==> src/rtl/regfile_pkg.sv <==
// Shared defaults and types for the scoreboarded register file.
package regfile_pkg;

    localparam int unsigned DATA_W_DEF = 8;
    localparam int unsigned DEPTH_DEF  = 16;

    typedef logic [DATA_W_DEF-1:0]         reg_data_t;
    typedef logic [$clog2(DEPTH_DEF)-1:0]  reg_addr_t;

endpackage

==> src/rtl/reg_scoreboard.sv <==
// Per-register pending bits for multi-cycle producers, with a registered popcount.
module reg_scoreboard
    import regfile_pkg::*;
#(
    parameter int unsigned DEPTH    = DEPTH_DEF,
    parameter int unsigned ADDR_W   = $clog2(DEPTH),
    parameter bit          ZERO_REG = 1'b0
) (
    input  logic              clk,
    input  logic              reset,
    input  logic              resvEnable,
    input  logic [ADDR_W-1:0] resvAddress,
    input  logic              wrEnable0,
    input  logic [ADDR_W-1:0] wrAddress0,
    input  logic              wrEnable1,
    input  logic [ADDR_W-1:0] wrAddress1,
    output logic [DEPTH-1:0]  pending,
    output logic [ADDR_W:0]   pendingCount
);

    logic [DEPTH-1:0] pend_q, pend_d;
    logic [ADDR_W:0]  count_q, count_d;

    // Reserve is applied after the clears so a retiring write cannot drop a new reservation.
    always_comb begin
        pend_d = pend_q;
        if (wrEnable0) pend_d[wrAddress0] = 1'b0;
        if (wrEnable1) pend_d[wrAddress1] = 1'b0;
        if (resvEnable) pend_d[resvAddress] = 1'b1;
        if (ZERO_REG) pend_d[0] = 1'b0;
    end

    always_comb begin
        count_d = '0;
        for (int unsigned i = 0; i < DEPTH; i++) begin
            count_d = count_d + {{ADDR_W{1'b0}}, pend_d[i]};
        end
    end

    always_ff @(posedge clk) begin
        if (reset) begin
            pend_q  <= '0;
            count_q <= '0;
        end else begin
            pend_q  <= pend_d;
            count_q <= count_d;
        end
    end

    assign pending      = pend_q;
    assign pendingCount = count_q;

endmodule

==> src/rtl/reg_file_sb.sv <==
// Two-write, two-read register file with optional bypass, optional zero register,
// and a pending scoreboard for stalling dependent instructions.
module reg_file_sb
    import regfile_pkg::*;
#(
    parameter int unsigned DATA_W   = DATA_W_DEF,
    parameter int unsigned DEPTH    = DEPTH_DEF,
    parameter int unsigned ADDR_W   = $clog2(DEPTH),
    parameter bit          BYPASS   = 1'b1,
    parameter bit          ZERO_REG = 1'b0
) (
    input  logic              clk,
    input  logic              reset,
    input  logic              regWriteEnable0,
    input  logic [ADDR_W-1:0] regWriteAddress0,
    input  logic [DATA_W-1:0] regWriteData0,
    input  logic              regWriteEnable1,
    input  logic [ADDR_W-1:0] regWriteAddress1,
    input  logic [DATA_W-1:0] regWriteData1,
    input  logic [ADDR_W-1:0] regReadAddress1,
    input  logic [ADDR_W-1:0] regReadAddress2,
    output logic [DATA_W-1:0] regReadData1,
    output logic [DATA_W-1:0] regReadData2,
    input  logic              resvEnable,
    input  logic [ADDR_W-1:0] resvAddress,
    output logic              regPending1,
    output logic              regPending2,
    output logic [ADDR_W:0]   pendingCount
);

    logic [DATA_W-1:0] mem_q [DEPTH];
    logic [DATA_W-1:0] mem_d [DEPTH];
    logic [ADDR_W-1:0] rd_addr [2];
    logic [DATA_W-1:0] rd_data [2];
    logic [DEPTH-1:0]  pending;

    // Port 1 is applied last so it wins a same-address collision.
    always_comb begin
        mem_d = mem_q;
        if (regWriteEnable0) mem_d[regWriteAddress0] = regWriteData0;
        if (regWriteEnable1) mem_d[regWriteAddress1] = regWriteData1;
        if (ZERO_REG) mem_d[0] = '0;
    end

    always_ff @(posedge clk) begin
        if (reset) begin
            mem_q <= '{default: '0};
        end else begin
            mem_q <= mem_d;
        end
    end

    assign rd_addr[0] = regReadAddress1;
    assign rd_addr[1] = regReadAddress2;

    always_comb begin
        for (int unsigned p = 0; p < 2; p++) begin
            rd_data[p] = mem_q[rd_addr[p]];
            if (BYPASS) begin
                if (regWriteEnable0 && regWriteAddress0 == rd_addr[p]) rd_data[p] = regWriteData0;
                if (regWriteEnable1 && regWriteAddress1 == rd_addr[p]) rd_data[p] = regWriteData1;
            end
            if (ZERO_REG && rd_addr[p] == '0) rd_data[p] = '0;
        end
    end

    assign regReadData1 = rd_data[0];
    assign regReadData2 = rd_data[1];

    reg_scoreboard #(
        .DEPTH    (DEPTH),
        .ADDR_W   (ADDR_W),
        .ZERO_REG (ZERO_REG)
    ) u_scoreboard (
        .clk          (clk),
        .reset        (reset),
        .resvEnable   (resvEnable),
        .resvAddress  (resvAddress),
        .wrEnable0    (regWriteEnable0),
        .wrAddress0   (regWriteAddress0),
        .wrEnable1    (regWriteEnable1),
        .wrAddress1   (regWriteAddress1),
        .pending      (pending),
        .pendingCount (pendingCount)
    );

    assign regPending1 = pending[regReadAddress1];
    assign regPending2 = pending[regReadAddress2];

endmodule

==> config.mk <==
export PLATFORM = sky130hd
export DESIGN_NAME = reg_file_sb
export DESIGN_NICKNAME = d
export VERILOG_FILES = /design/src/rtl/regfile_pkg.sv /design/src/rtl/reg_scoreboard.sv /design/src/rtl/reg_file_sb.sv
export SDC_FILE = /design/constraint.sdc
export NUM_CORES = 1
export LEC_CHECK = 0
export BUFFER_PORTS_ARGS = -buffer_cell sky130_fd_sc_hd__clkbuf_2
export CAP_MARGIN = 20
export CORE_ASPECT_RATIO = 0.8
export CORE_UTILIZATION = 45
export CTS_BUF_LIST = sky130_fd_sc_hd__clkbuf_8
export CTS_CLUSTER_SIZE = 14
export DETAILED_ROUTE_END_ITERATION = 8
export HOLD_SLACK_MARGIN = 0.15
export SLEW_MARGIN = 15
export SYNTH_ARGS = -nofsm -noshare
export SYNTH_HDL_FRONTEND = slang
export SYNTH_SLANG_ARGS = --single-unit
==> constraint.sdc <==
create_clock -name clk -period 6.1 [get_ports clk]
set_clock_uncertainty 0.15 [all_clocks]
set_input_delay 0.915 -clock clk [delete_from_list [all_inputs] [get_ports clk]]
set_output_delay 0.915 -clock clk [all_outputs]
set_load 0.02 [all_outputs]
==> metrics.yaml <==
grt:
  grt_use_total_pct: 29.9
  grt_pass1_vias: 8177
  antenna_found_initial: 0
  grt_first_pass_wirelength_um: 50500
  gr-total-overflow: 0
  grt_max_degree: 96
synthesis:
  yosysSeqAreaShare_pct: 30.1
  syn_area_um2: 9910
  syn-instance-count: 1062
  yosysWarnings: 0
  ys_ff_latch: 149
  syn-num-nets: 1118
  synth_cell_types: 44
  syn-mean-instance-area_um2: 9.33
setup_path:
  critical_path_class: "in -> reg"
  cp_max_fo: 15
  required_ns: 6.26
  arrival_ns: 5.59
  critPathLaunchType: "primary input"
  r2r_start: "u_scoreboard.pending[0]"
  r2r_cells: 12
  end_kind: "flop"
  worstSetupStartpoint: "regWriteAddress0[3]"
  regToRegSetupSlack_ns: 1.72
  r2r-end: "u_scoreboard.pendingCount[4]"
clock_tree:
  cts_setup_buffers: 0
  cts_buffer_depth: 2
  cts-root-buf: "clkbuf_8"
  cts_tree: "built"
  clk_latency_ns: 0.46
  clk_pin_slew_ns: 0.09
  hold_buffers: 0
  cts.sinks: 149
  cts_resized: 0
  htree_levels: 4
  cts-buffers-inserted: 17
detailed_routing:
  drc_errors: 0
  wl_per_cell_um: 24.7
  drtIter0Drc: 1034
  routed_via_density: 6.52
  ant_nets: 0
  wirelength_um: 33200
  vias: 8776
  dr.pass1.iters: 5
placed_design:
  placed_cell_area_um2: 10300
  pre_cts_slack_ns: 0.223
  gp_congestion: 0.899
  port_buffers: 63
  dp_hpwl_um: 21900
worst_hold_path:
  min_to: "mem_q[89]"
  hp-start: "mem_q[89]"
  worstHoldPathType: "reg -> reg"
  min_path_cells: 2
die:
  core_area_um2: 21600
  start_util_pct: 46.0
  die_h_um: 135
  fp-row-count: 48
  io_pins: 64
  die_width_um: 168
  dieArea_um2: 22600
pwr:
  ir_worst_vdd_mv: 0.116
  power_density_nw_per_um2: 214
  p_total_w: 0.00229
  p_leak_nw: 3.97
final_layout:
  regArea_um2: 2980
  syn2layout_area_growth_pct: 8.16
  multi_input_area_um2: 6340
  final_common_cell: "dfxtp_1"
  layout.nets: 1112
  drive_gt1_share_pct: 19.2
  final_area_um2: 10700
  most-common-layout-cells: "dfxtp_1 (149), nor2_1 (143), mux2i_1 (123), a211oi_1 (95), nand2_1 (89)"
  num-fill-cells: 2037
  final_util_pct: 49.7
timing:
  tns_ns: 0
  fin_crit_sh_pct: 89.0
  drv_slew: 0
  setup_viol: 0
  timing.final.hold_violations: 0
  setup_ws_ns: 0.670
  tightest_slew_ns: 1.11
  rsz0062_at_grt: "no"
  max_slew_margin_pct: 25.8
  fin_crit_ns: 5.43
  fmax_ghz: 0.184
status:
  status: "completed"
flow_run:
  drv_cap: 0
-- layout make-up --
class / instances / share of cell area, %
repair buffers: 97 / 5.46
well taps: 275 / 3.21
inverters: 8 / 0.280
diodes: 1 / 0.0234
flip-flops and latches: 149 / 27.8
clock buffers: 18 / 2.31
multi-input cells: 783 / 59.2
clock inverters: 14 / 1.72
-- per-layer routing --
metal | GRT usage, % | part of all wire, % | up-vias | wire length, um
li1 | - | - | 3926 | -
met1 | 42.9 | 45 | 4278 | 14800
met2 | 44.4 | 43 | 510 | 14300
met3 | 6.45 | 9.6 | 60 | 3190
met4 | 10.0 | 2.6 | 2 | 861
met5 | 2.17 | 0.19 | - | 63
-- sequential cells by signal, summed over array words and instances, names as in the netlist --
name                       count
u_scoreboard.pending          16
mem_q                        128
u_scoreboard.pendingCount      5
-- cell usage after synthesis --
| master | n | area share, % |
|---|---|---|
| buf_2 | 35 | 1.8 |
| inv_1 | 8 | 0.30 |
| or3_1 | 1 | 0.063 |
| and2_1 | 3 | 0.19 |
| o211ai_1 | 2 | 0.15 |
| mux4_2 | 51 | 12 |
| a21oi_1 | 6 | 0.30 |
| a22oi_1 | 4 | 0.30 |
| mux4_1 | 11 | 2.9 |
| nor2b_1 | 17 | 1.1 |
| clkbuf_1 | 69 | 2.6 |
| a211oi_1 | 95 | 7.2 |
| ha_1 | 5 | 0.63 |
| xor2_1 | 13 | 1.1 |
| o21ai_1 | 5 | 0.25 |
| a21o_1 | 1 | 0.076 |
| mux2i_1 | 123 | 12 |
| dfxtp_1 | 149 | 30 |
| buf_4 | 5 | 0.38 |
| nor3_1 | 4 | 0.20 |
| and3_1 | 18 | 1.1 |
| nor3b_2 | 1 | 0.13 |
| a32o_1 | 7 | 0.71 |
| a221oi_1 | 14 | 1.2 |
| nand2_1 | 89 | 3.4 |
| and3b_1 | 2 | 0.18 |
| nor3b_1 | 3 | 0.23 |
| buf_6 | 3 | 0.34 |
| nand3_1 | 45 | 2.3 |
| nor2_2 | 1 | 0.063 |
| clkbuf_2 | 3 | 0.15 |
| nand2b_1 | 2 | 0.13 |
| a311oi_1 | 33 | 2.9 |
| o21ai_0 | 38 | 1.9 |
| nand3_2 | 1 | 0.10 |
| mux2_2 | 14 | 1.6 |
| fa_1 | 10 | 2.0 |
| xnor2_1 | 5 | 0.44 |
| buf_12 | 1 | 0.20 |
| a32oi_1 | 4 | 0.35 |
| nor2_4 | 8 | 0.91 |
| buf_1 | 6 | 0.23 |
| nand3b_1 | 3 | 0.23 |
| nor2_1 | 144 | 5.5 |
-- worst max path at each step --
| stage | end | slack (ns) |
|---|---|---|
| final | u_scoreboard.pendingCount[4] | 0.67 |
| after global routing | u_scoreboard.pendingCount[4] | 0.49 |
| after CTS | u_scoreboard.pendingCount[4] | 0.72 |
| after detailed placement | u_scoreboard.pendingCount[4] | 0.22 |
| after global placement | u_scoreboard.pendingCount[4] | 0.31 |
| after floorplan | u_scoreboard.pendingCount[4] | 0.51 |
-- worst max-delay path, cell delays in order --
cell	delay (ns)
clkbuf_2	0.19
nor3b_2	0.49
buf_4	0.31
nand3b_1	0.16
a32o_1	0.33
fa_1	0.52
inv_1	0.05
fa_1	0.48
fa_1	0.50
inv_1	0.05
fa_1	0.46
fa_1	0.45
fa_1	0.47
a21oi_1	0.16
nor3b_1	0.06
-- logic make-up (layout without fill, tap and decap cells) --
logic type	Yosys count	count (layout)	synth area share, %
AND/OR/NAND/NOR	342	342	15.7
other	0	1	0
buffers and inverters	130	137	5.99
adder cells (fa/ha/maj)	15	15	2.65
AO/OA/AOI/OAI	209	209	15.4
multiplexers	199	199	28.5
flip-flops	149	149	30.1
XOR/XNOR	18	18	1.59
-- stage by stage --
| stage | hold WS, ns | cells |
|---|---|---|
| finish | 0.353 | 1345 |
| global route | 0.368 | 1344 |
| CTS | 0.354 | 1343 |
| detailed placement | 0.343 | 1311 |
| global placement | 0.331 | 1311 |
| floorplan | 0.314 | 1062 |
-- report_power, final --
part           total, W  internal (W)  leakage, nW  switching (W)
clock          0.000871      0.000454        0.221       0.000417
combinational  0.000394      0.000146         2.54       0.000248
sequential      0.00103       0.00101         1.21      0.0000233
total           0.00229       0.00161         3.97       0.000688
(Power assumes the default switching activity.)
